===== config.mk =====
export PLATFORM = sky130hd
export DESIGN_NAME = scan_chain_seq
export DESIGN_NICKNAME = d
export VERILOG_FILES = /design/src/rtl/scan_seq_pkg.sv /design/src/rtl/scan_seq_shreg.sv /design/src/rtl/scan_chain_seq.sv
export SDC_FILE = /design/constraint.sdc
export NUM_CORES = 1
export LEC_CHECK = 0
export CORE_MARGIN = 5
export CORE_UTILIZATION = 53
export CTS_CLUSTER_SIZE = 12
export DETAILED_ROUTE_END_ITERATION = 10
export PLACE_DENSITY = 0.84
export SYNTH_ARGS = -nofsm -noshare
export SYNTH_HDL_FRONTEND = slang
export SYNTH_SLANG_ARGS = --single-unit

===== constraint.sdc =====
create_clock -name CLK -period 5.1 [get_ports CLK]
set_input_delay 0.765 -clock CLK [delete_from_list [all_inputs] [get_ports CLK]]
set_output_delay 0.765 -clock CLK [all_outputs]
set_load 0.02 [all_outputs]

===== src/rtl/scan_seq_pkg.sv =====
// Shared types for the scan chain sequencer: FSM state encoding and counter sizing.
package scan_seq_pkg;

  typedef enum logic [2:0] {
    IDLE,
    SHIFT_IN,
    CAPTURE,
    SHIFT_OUT,
    FINISH
  } seq_state_e;

  // Bit-counter width for a chain of n flops; never narrower than one bit.
  function automatic int cnt_width(input int n);
    return (n > 2) ? $clog2(n) : 1;
  endfunction

endpackage


===== src/rtl/scan_seq_shreg.sv =====
// Parallel-load shift register: MSB-first serialiser while loading the chain, SCAN_OUT deserialiser while unloading.
// One shift per strobe; par_nxt_o is the word as it will look after a shift_out this cycle.
module scan_seq_shreg #(
  parameter int WIDTH = 32
) (
  input  logic             clk,
  input  logic             rst_n,
  input  logic             load,
  input  logic             shift_in,
  input  logic             shift_out,
  input  logic [WIDTH-1:0] load_dat,
  input  logic             scan_in,
  output logic             ser_o,
  output logic [WIDTH-1:0] par_nxt_o
);

  logic [WIDTH-1:0] data_q;
  logic [WIDTH-1:0] data_d;

  always_comb begin
    data_d = data_q;
    if (load) begin
      data_d = load_dat;
    end else if (shift_in) begin
      data_d = {data_q[WIDTH-2:0], 1'b0};
    end else if (shift_out) begin
      data_d = {data_q[WIDTH-2:0], scan_in};
    end
  end

  always_ff @(posedge clk or negedge rst_n) begin
    if (!rst_n) begin
      data_q <= '0;
    end else begin
      data_q <= data_d;
    end
  end

  assign ser_o     = data_q[WIDTH-1];
  assign par_nxt_o = {data_q[WIDTH-2:0], scan_in};

endmodule


===== src/rtl/scan_chain_seq.sv =====
// Scan chain sequencer: serial load, optional capture, serial unload into RDATA; DONE 2N+1 (2N+2 with capture) cycles after START is driven.
// No backpressure: START is only honoured in IDLE, ABORT cancels any running sequence on the next edge.
module scan_chain_seq
  import scan_seq_pkg::*;
#(
  parameter int CHAIN_LEN = 32
) (
  input  logic                 CLK,
  input  logic                 RESET_B,
  input  logic                 START,
  input  logic                 CAPTURE_EN,
  input  logic                 ABORT,
  input  logic                 FUNC_DE,
  input  logic [CHAIN_LEN-1:0] WDATA,
  input  logic                 SCAN_OUT,
  output logic                 SCE_O,
  output logic                 DE_O,
  output logic                 SCD_O,
  output logic                 BUSY,
  output logic                 DONE,
  output logic [CHAIN_LEN-1:0] RDATA
);

  localparam int CNT_W = cnt_width(CHAIN_LEN);
  localparam logic [CNT_W-1:0] CNT_LAST = CNT_W'(CHAIN_LEN - 1);

  seq_state_e           state_q, state_d;
  logic [CNT_W-1:0]     cnt_q, cnt_d;
  logic                 cap_en_q, cap_en_d;
  logic                 sce_q, sce_d;
  logic                 de_q, de_d;
  logic                 scd_q, scd_d;
  logic                 busy_q, busy_d;
  logic                 done_q, done_d;
  logic [CHAIN_LEN-1:0] rdata_q, rdata_d;

  logic                 sh_load;
  logic                 sh_in;
  logic                 sh_out;
  logic                 sh_ser;
  logic [CHAIN_LEN-1:0] sh_par_nxt;

  // The MSB leaves through scd_q on the START edge, so the register holds the rest pre-aligned.
  scan_seq_shreg #(
    .WIDTH(CHAIN_LEN)
  ) u_shreg (
    .clk      (CLK),
    .rst_n    (RESET_B),
    .load     (sh_load),
    .shift_in (sh_in),
    .shift_out(sh_out),
    .load_dat ({WDATA[CHAIN_LEN-2:0], 1'b0}),
    .scan_in  (SCAN_OUT),
    .ser_o    (sh_ser),
    .par_nxt_o(sh_par_nxt)
  );

  always_comb begin
    state_d  = state_q;
    cnt_d    = cnt_q;
    cap_en_d = cap_en_q;
    sce_d    = 1'b0;
    de_d     = 1'b0;
    scd_d    = 1'b0;
    busy_d   = 1'b0;
    done_d   = 1'b0;
    rdata_d  = rdata_q;
    sh_load  = 1'b0;
    sh_in    = 1'b0;
    sh_out   = 1'b0;

    case (state_q)
      IDLE: begin
        de_d = FUNC_DE;
        if (START) begin
          state_d  = SHIFT_IN;
          cnt_d    = '0;
          cap_en_d = CAPTURE_EN;
          sh_load  = 1'b1;
          sce_d    = 1'b1;
          de_d     = 1'b0;
          scd_d    = WDATA[CHAIN_LEN-1];
          busy_d   = 1'b1;
        end
      end
      SHIFT_IN: begin
        sh_in  = 1'b1;
        busy_d = 1'b1;
        if (cnt_q == CNT_LAST) begin
          cnt_d = '0;
          if (cap_en_q) begin
            state_d = CAPTURE;
            de_d    = 1'b1;
          end else begin
            state_d = SHIFT_OUT;
            sce_d   = 1'b1;
          end
        end else begin
          cnt_d = cnt_q + CNT_W'(1);
          sce_d = 1'b1;
          scd_d = sh_ser;
        end
      end
      CAPTURE: begin
        state_d = SHIFT_OUT;
        cnt_d   = '0;
        sce_d   = 1'b1;
        busy_d  = 1'b1;
      end
      SHIFT_OUT: begin
        sh_out = 1'b1;
        if (cnt_q == CNT_LAST) begin
          state_d = FINISH;
          cnt_d   = '0;
          done_d  = 1'b1;
          de_d    = FUNC_DE;
          rdata_d = sh_par_nxt;
        end else begin
          cnt_d  = cnt_q + CNT_W'(1);
          sce_d  = 1'b1;
          busy_d = 1'b1;
        end
      end
      FINISH: begin
        state_d = IDLE;
        de_d    = FUNC_DE;
      end
      default: begin
        state_d = IDLE;
      end
    endcase

    // Abort wins over every transition; a partially unloaded word never reaches RDATA.
    if (ABORT && (state_q != IDLE)) begin
      state_d = IDLE;
      cnt_d   = '0;
      sce_d   = 1'b0;
      scd_d   = 1'b0;
      de_d    = FUNC_DE;
      busy_d  = 1'b0;
      done_d  = 1'b0;
      rdata_d = rdata_q;
      sh_load = 1'b0;
      sh_in   = 1'b0;
      sh_out  = 1'b0;
    end
  end

  always_ff @(posedge CLK or negedge RESET_B) begin
    if (!RESET_B) begin
      state_q  <= IDLE;
      cnt_q    <= '0;
      cap_en_q <= 1'b0;
      sce_q    <= 1'b0;
      de_q     <= 1'b0;
      scd_q    <= 1'b0;
      busy_q   <= 1'b0;
      done_q   <= 1'b0;
      rdata_q  <= '0;
    end else begin
      state_q  <= state_d;
      cnt_q    <= cnt_d;
      cap_en_q <= cap_en_d;
      sce_q    <= sce_d;
      de_q     <= de_d;
      scd_q    <= scd_d;
      busy_q   <= busy_d;
      done_q   <= done_d;
      rdata_q  <= rdata_d;
    end
  end

  assign SCE_O = sce_q;
  assign DE_O  = de_q;
  assign SCD_O = scd_q;
  assign BUSY  = busy_q;
  assign DONE  = done_q;
  assign RDATA = rdata_q;

endmodule


=== Word-level counts from Yosys, hierarchy flattened ===
Index checks and enable logic that the tools add are counted.

* Register bits after elaboration: 78
* Bits of input ports: 39
* Output and inout port bits: 37
* Logic and storage cells: 71

* Add/subtract/negate cells: 1
* Equality and inequality tests: 8
* Multiplexer cells: 40
* Bitwise logic cells: 1
* Reductions and logical operators: 11

{| class="wikitable"
|+ Operators with widths
! kind !! count
|-
| $mux W32 || 3
|-
| $mux W1 || 24
|-
| $mux W5 || 3
|-
| $pmux W5 S3 || 1
|-
| $mux W3 || 4
|-
| $pmux W3 S4 || 1
|-
| $ne A3 B3 Y1 const B || 3
|-
| $pmux W1 S4 || 2
|-
| $eq A3 B2 Y1 const B || 2
|-
| $reduce_and A3 Y1 || 2
|-
| $reduce_bool A3 Y1 || 2
|-
| $add A5 B1 Y5 const B || 1
|-
| $eq A5 B5 Y1 const B || 1
|-
| $reduce_and A2 Y1 || 2
|-
| $reduce_bool A4 Y1 || 1
|-
| $reduce_or A2 Y1 || 2
|-
| $eq A3 B1 Y1 const B || 1
|-
| $eq A3 B3 Y1 const B || 1
|-
| $logic_not A3 Y1 || 1
|-
| $pmux W1 S3 || 1
|-
| $pmux W1 S2 || 1
|-
| $logic_and A1 B1 Y1 || 1
|-
| $not A1 Y1 || 1
|}

=== Longest topological paths before layout ===
Gate-level depths: netlist of run 1.

* Depth in word-level cells: 6
* Depth in mapped cells: 7
* Gate-level depth less buffers: 7

=== Cells and area by module ===
From an unflattened synthesis of run 1, not the netlist that was laid out.

* Cells, all modules: 289
* Area total of the unflattened synthesis: 3,819.9 sq um

{| class="wikitable"
|+ Modules (own cells, without submodules)
! module !! times used !! cells an instance !! area an instance (sq um)
|-
| scan_chain_seq || 1 || 137 || 2,082.0
|-
| scan_seq_shreg || 1 || 152 || 1,737.9
|}

=== Least setup slack after synthesis of run 1 ===
Ideal clock, no wire load.

* Path kind: input to register
* Start point: input ABORT
* End point: register u_shreg.data_q[0]
* Library setup time: 0.122 ns
* Arrival: 1.708 ns
* Data required time: 4.978 ns
* Path slack: 3.270 ns
* Stages on the path: 6
* Buffers on the path: 3
* Cells stage by stage: buf_2 -> nor3b_1 -> buf_2 -> nor2_1 -> buf_2 -> a32o_1

* Cells in the longest elaborated chain, start to end: 4
* Elaborated cells on any way between the ends: 7
* Those cells by class: mux (5); reduce/logical (2)

{| class="wikitable"
|+ Ends and longest elaborated chain
! what !! line !! source
|-
| start: declaration || scan_chain_seq.sv:12 || <nowiki>input logic ABORT,</nowiki>
|-
| $logic_and A1 B1 Y1 * || scan_chain_seq.sv:134 || <nowiki>if (ABORT && (state_q != IDLE)) begin</nowiki>
|-
| $mux W1 || scan_chain_seq.sv:134 ||
|-
| $mux W32 || scan_seq_shreg.sv:24 || <nowiki>end else if (shift_in) begin</nowiki>
|-
| $mux W32 || scan_seq_shreg.sv:22 || <nowiki>if (load) begin</nowiki>
|-
| end signal: assignment || scan_seq_shreg.sv:35 || <nowiki>data_q <= data_d;</nowiki>
|-
| end: declaration || scan_seq_shreg.sv:17 || <nowiki>logic [WIDTH-1:0] data_q;</nowiki>
|}

Every way passes the cells marked *; elsewhere a longest branch is shown, timed or not.
A chain may end at the register's enable or synchronous reset.

=== Worst setup path in the final report of run 1 ===
* Start point: input START
* End point: register u_shreg.data_q[0]

* Cells in the longest elaborated chain, start to end: 4
* Elaborated cells on any way between the ends: 5
* Those cells by class: mux (4); reduce/logical (1)

{| class="wikitable"
|+ Ends and longest elaborated chain
! what !! line !! source
|-
| start: declaration || scan_chain_seq.sv:10 || <nowiki>input logic START,</nowiki>
|-
| $mux W1 * || scan_chain_seq.sv:75 || <nowiki>if (START) begin</nowiki>
|-
| $mux W1 * || scan_chain_seq.sv:72 || <nowiki>case (state_q)</nowiki>
|-
| $mux W1 * || scan_chain_seq.sv:134 ||
|-
| $reduce_bool A3 Y1 (no line) / $mux W32 (equally long branches) || n/a ||
|}

Marks and branches as above.

==> impl_metrics.yaml, run 1 <==
critical_path:
  endpoint: "u_shreg.data_q[0]$_DFFE_PN0P_"
  end_kind: "flop"
  required_ns: 5.34
  r2r_cells: 3
  max_stage_delay_ns: 0.87
  crit_buf_inv: 1
  cp_data_arrival_time_ns: 2.98
  path_depth: 4
  r2r_slack_ns: 2.65
  crit_type: "primary input to flop"
  path_max_fanout: 30
  critPathLaunch: "START"
  crit_path_top_delay_cell: "nor4b_4"
  cp_top_family: "simple AND/OR/NAND/NOR gates"
  r2r-start: "state_q[1]$_DFFE_PN0P_"
  cp-start-kind: "primary input"
  r2r-end: "u_shreg.data_q[0]$_DFFE_PN0P_"
  crit_chain: "clkdlybuf4s50_1 > nor4b_4 > nor2_2 > a32o_1"
placed_design:
  hpwl_um: 4740
  gp_congestion: 0.814
  numPortBuffers: 75
  pre_cts_ws_ns: 2.02
  dpl_cell_area_um2: 4060
  place_inst: 410
synth:
  synth_compound_area_frac: 0.109
  synth-xor-area-share: 0.00797
  synthAdderAreaFrac: 0.0114
  synth-seq-cells: 78
  yosysSeqAreaShare: 0.592
  synth_edf_count: 0
  syn-num-nets: 318
  synthFlopType: "dfrtp_1"
  postSynth.asyncResetShare: 1.00
  synth_top_family_by_area: "multiplexers"
  synthSimpleGateAreaFrac: 0.121
  yosys.area.top_type_share: 0.592
  ys_types: 35
  synth_area_leader_cell: "dfrtp_1"
  ys_warn_count: 0
  synth.area.top_cells: "dfrtp_1 (59%), mux2_2 (11%), nand2_1 (7.3%)"
  syn_area_per_cell_um2: 11.9
  synth_mux_area_frac: 0.122
  synth.cell_area_um2: 3300
  syn_inst: 276
job:
  cap_violations: 0
sta:
  final.setup.tns_ns: 0
  finalClockSkew_ns: 0.00798
  drv_slew: 0
  hold_violations: 0
  setup_viol: 0
  fin_crit_sh: 0.537
  relSlewSlack: 0.246
  fin_crit_ns: 2.74
  rsz0062_at_grt: "false"
  fin_hold_ws_ns: 0.500
  fin_ws_ns: 2.36
  tightest_slew_ns: 1.13
  max_freq_mhz: 365
cells_and_area:
  num-fill-cells: 415
  multi_input_comb_area_um2: 1230
  design_area_um2: 4270
  nets: 388
  synthToLayoutAreaGrowth_pct: 29.6
  drive_gt1_frac: 0.171
  antenna_cells_inserted: 0
  regArea_um2: 1950
  fin_cells: 426
cts:
  root_buffer: "clkbuf_8"
  h-tree-depth: 3
  clk_pin_slew_ns: 0.08
  clock_latency_ns: 0.35
  cts_buffers: 9
  cts.repair.resized: 0
  postCtsSetupRepairBufs: 0
  clock_path_buffers: 2
  postCtsHoldBufs: 0
  cts_tree: "done"
  clock_sinks: 78
floorplan:
  dieArea_um2: 7900
  die_h_um: 88.9
  start_util: 0.550
  top_level_ports: 76
  fp-row-count: 28
  die_w_um: 88.9
  core_um2: 5990
drt:
  highest_layer: "met4"
  dr_wl_met3_um: 584
  drtIter0Drc: 146
  wire_per_inst_um: 16.8
  vias: 2350
  drt-total-wl_um: 7140
  ant_nets: 0
  route.detailed.drc: 0
  wl_met1_um: 3020
  met2WireLength_um: 3440
  vias_per_cell: 5.52
  drt-pass1-iter-count: 5
power:
  ir_worst_vdd_mv: 0.207
  leakagePower_nw: 2.05
  p_per_area_nw_per_um2: 344
global_route:
  grt.total_usage: 0.201
  grt_overflow: 0
  antenna_found_initial: 0
  grt_max_degree: 79
  grt_pass1_wl_um: 12000
  grt_pass1_vias: 2427
hold_path:
  hold_class: "flop to flop"
outcome:
  status: "completed"
-- power breakdown --
| part | leakage, nW | internal [mW] | switching [mW] |
|---|---|---|---|
| Sequential | 1.03 | 0.697 | 0.0690 |
| Combinational | 0.909 | 0.0946 | 0.104 |
| Clock | 0.110 | 0.288 | 0.216 |
| Total | 2.05 | 1.08 | 0.389 |
-- worst min-delay path by stage --
| stage | start | end | depth (start not counted) |
|---|---|---|---|
| global route | RDATA[22]$_DFFE_PN0P_ | RDATA[22]$_DFFE_PN0P_ | 1 |
| floorplan | u_shreg.data_q[31]$_DFFE_PN0P_ | u_shreg.data_q[31]$_DFFE_PN0P_ | 2 |
| global placement | u_shreg.data_q[31]$_DFFE_PN0P_ | u_shreg.data_q[31]$_DFFE_PN0P_ | 2 |
| detailed placement | u_shreg.data_q[31]$_DFFE_PN0P_ | u_shreg.data_q[31]$_DFFE_PN0P_ | 2 |
| CTS | u_shreg.data_q[31]$_DFFE_PN0P_ | u_shreg.data_q[31]$_DFFE_PN0P_ | 2 |
| finish | u_shreg.data_q[9]$_DFFE_PN0P_ | u_shreg.data_q[9]$_DFFE_PN0P_ | 2 |
-- per-stage QoR --
step | utilization | power, mW
final | 0.713 | 1.47
after global routing | 0.713 | 1.55
after CTS | 0.713 | 1.48
after detailed placement | 0.677 | 0.976
after global placement | 0.677 | 0.965
after floorplan | - | 0.885
-- metal layers --
metal,vias up,GRT usage
met5,-,0
met4,0,0.0673
met3,9,0.0754
met2,94,0.302
met1,1148,0.270
li1,1099,-
-- state kept, by name, summed over array words and instances, names as in the netlist --
register and cells:
DE_O 1, BUSY 1, cnt_q 5, state_q 3
SCE_O 1, DONE 1, u_shreg.data_q 32, SCD_O 1
cap_en_q 1, RDATA 32
-- synth_stat cells, drive strengths merged, types with 2 or more instances --
library cell,n
a22o,2
ha,3
buf,18
and3,3
mux2,33
nor2b,4
o21ai,4
nand3,3
dfrtp,78
nor2,4
a22oi,29
mux2i,3
o211ai,3
nand2,64
a21oi,3
xor2,3
inv,4
-- cells by family after synthesis --
family	Yosys count
buf+inv	22
flops	78
fa+ha+maj	3
compound gates	48
mux	36
xor+xnor	3
simple gates	86
-- cells in the final DEF (no fill, tap or decap), types with 3 or more instances in the layout --
cell type / Yosys / routed
clkbuf_8: 0 / 10
o21ai_0: 4 / 4
clkdlybuf4s50_1: 0 / 74
inv_1: 4 / 4
o211ai_1: 3 / 3
a21oi_1: 3 / 3
mux2i_1: 3 / 3
nor2_1: 4 / 3
and3_1: 3 / 3
nor2b_1: 4 / 4
nand2_1: 64 / 64
mux2_2: 33 / 33
dfrtp_1: 78 / 78
a22oi_1: 29 / 29
xor2_1: 3 / 3
ha_1: 3 / 3
buf_4: 1 / 3
-- cell type report --
class	instances	area share
Clock buffer	12	0.0340
Clock inverter	4	0.0164
Inverter	4	0.00352
Multi-Input combinational cell	176	0.288
Sequential cell	78	0.457
Tap cell	75	0.0220
Timing Repair Buffer	77	0.179
-- worst min-delay path, cell delays in order (launching register included) --
cell and delay (ns):
dfrtp_1 0.36, nand2_1 0.05, nand2_1 0.05
(Power assumes the default switching activity.)
==> run 2: changes to the inputs <==
--- a/config.mk
+++ b/config.mk
@@ -6,10 +6,10 @@
 export NUM_CORES = 1
 export LEC_CHECK = 0
 export CORE_MARGIN = 5
-export CORE_UTILIZATION = 53
+export CORE_UTILIZATION = 45
 export CTS_CLUSTER_SIZE = 12
 export DETAILED_ROUTE_END_ITERATION = 10
-export PLACE_DENSITY = 0.84
+export PLACE_DENSITY = 0.76
 export SYNTH_ARGS = -nofsm -noshare
 export SYNTH_HDL_FRONTEND = slang
 export SYNTH_SLANG_ARGS = --single-unit
==> constraint.sdc (replaced) <==
create_clock -name CLK -period 2.2 [get_ports CLK]
set_input_delay 0.33 -clock CLK [delete_from_list [all_inputs] [get_ports CLK]]
set_output_delay 0.33 -clock CLK [all_outputs]
set_load 0.02 [all_outputs]
==> run 2 against run 1 <==
Against the previous run:
- non-clock buffer count up 10
- hold slack worse by 0.034 ns
- sequential share of layout area down 1.3 points
- clock-buffer cell count down 2
- routed wire length down 1.6%
- sequential power up 130%
- via count about the same
- utilization down 10 points
==> impl_metrics.yaml, run 2 (synthesis results as in run 1) <==
floorplan:
  fp-row-count: 31
  start_util: 0.459
  die_w_um: 95.6
  core_um2: 7180
  die_h_um: 95.6
  dieArea_um2: 9140
  top_level_ports: 76
hold_path:
  hold_class: "primary input to async pin"
power:
  leakagePower_nw: 2.08
  p_per_area_nw_per_um2: 751
  power.total_mw: 3.30
  ir_worst_vdd_mv: 0.449
cts:
  cts_buffers: 9
  clock_sinks: 78
  cts.repair.resized: 0
  clk_pin_slew_ns: 0.08
  clock_latency_ns: 0.34
  h-tree-depth: 3
  root_buffer: "clkbuf_8"
  cts_tree: "done"
  clock_path_buffers: 2
drt:
  highest_layer: "met4"
  route.detailed.drc: 0
  drt-total-wl_um: 7030
  wl_met1_um: 3090
  vias: 2351
  vias_per_cell: 5.11
  dr_wl_met3_um: 337
  met2WireLength_um: 3500
  wire_per_inst_um: 15.3
  drtIter0Drc: 112
  ant_nets: 0
  drt-pass1-iter-count: 4
critical_path:
  crit_type: "flop to flop"
  path_max_fanout: 20
  r2r-start: "cnt_q[0]$_DFFE_PN0P_"
  required_ns: 2.42
  r2r-end: "RDATA[2]$_DFFE_PN0P_"
  r2r_slack_ns: 0.25
  cp_data_arrival_time_ns: 2.17
  r2r_cells: 6
  end_kind: "flop"
  cp-start-kind: "flop"
placed_design:
  numPortBuffers: 75
  gp_congestion: 0.797
  hpwl_um: 4970
  place_inst: 443
job:
  cap_violations: 0
sta:
  hold_violations: 0
  rsz0062_at_grt: "false"
  fin_crit_ns: 1.95
  fin_hold_ws_ns: 0.467
  fin_crit_sh: 0.887
  setup_viol: 0
  relSlewSlack: 0.682
  final.setup.tns_ns: 0
  finalClockSkew_ns: 0.00839
  drv_slew: 0
  max_freq_mhz: 512
  tightest_slew_ns: 0.474
outcome:
  status: "completed"
global_route:
  grt.total_usage: 0.165
  antenna_found_initial: 0
  grt_pass1_vias: 2306
  grt_max_degree: 50
  grt_overflow: 0
  grt_pass1_wl_um: 11400
cells_and_area:
  nets: 398
  fin_cells: 460
  drive_gt1_frac: 0.194
  final_cell_mix: "dfrtp_1 (78), clkdlybuf4s50_1 (74), nand2_1 (64), mux2_2 (33), a22oi_1 (29)"
  num-fill-cells: 581
  synthToLayoutAreaGrowth_pct: 33.2
  antenna_cells_inserted: 0
  layout_commonest_cell: "dfrtp_1"
  postLayoutCoreUtil: 0.612
-- run 2: cell types whose count changed in the layout (fill, tap and decap cells not counted), sizes merged --
cell,previous run,this run
dlygate4sd3,0,1
bufinv,2,1
clkinvlp,0,3
buf,3,12
clkbuf,12,10
-- run 2: area by class of cell --
cell class                      instances  area (um^2)  area share
Sequential cell                        78         1950       0.445
Clock buffer                           10          128      0.0291
Multi-Input combinational cell        176         1230       0.280
Clock inverter                          6         62.6      0.0142
Inverter                                4         15.0     0.00342
Timing Repair Buffer                   87          878       0.200
Tap cell                               99          124      0.0282
-- run 2: per-layer routing --
| metal | global-route usage | vias to the layer above |
|---|---|---|
| li1 | - | 1126 |
| met1 | 0.222 | 1151 |
| met2 | 0.258 | 66 |
| met3 | 0.0324 | 8 |
| met4 | 0.0723 | 0 |
| met5 | 0 | - |
-- run 2: worst max path at each step --
stage                         start                       endpoint  slack (ns)
5_1_grt        cnt_q[0]$_DFFE_PN0P_          RDATA[18]$_DFFE_PN0P_        0.15
2_1_floorplan  cnt_q[0]$_DFFE_PN0P_          RDATA[10]$_DFFE_PN0P_        0.42
3_5_place_dp                  START  u_shreg.data_q[9]$_DFFE_PN0P_        0.22
3_3_place_gp                  ABORT           RDATA[3]$_DFFE_PN0P_        0.25
6_report       cnt_q[0]$_DFFE_PN0P_           RDATA[2]$_DFFE_PN0P_        0.25
4_1_cts        cnt_q[0]$_DFFE_PN0P_          RDATA[11]$_DFFE_PN0P_        0.24
-- run 2: critical path, stage by stage, from the launching register on --
cell and delay [ns]:
dfrtp_1 0.41, ha_1 0.24, and3_1 0.21, ha_1 0.23, nand3_2 0.08, buf_4 0.28, mux2_2 0.37
-- run 2: what timing repair did --
item	CTS	global route
buffers inserted	0	0
hold buffers	1	0
endpoints found under the hold margin	29	0
-- run 2: through the flow --
step	setup WS [ns]	instance area (um^2)
after floorplan	0.423	3300
after global placement	0.255	4190
after detailed placement	0.216	4190
after CTS	0.237	4390
after global routing	0.154	4390
final	0.249	4390
-- run 2: power breakdown --
group          switching [mW]  leakage, nW  internal [mW]  total [mW]
logic                   0.255        0.970          0.247       0.502
clock network           0.510       0.0883          0.521        1.03
registers               0.150         1.03           1.62        1.77
total                   0.915         2.08           2.38        3.30
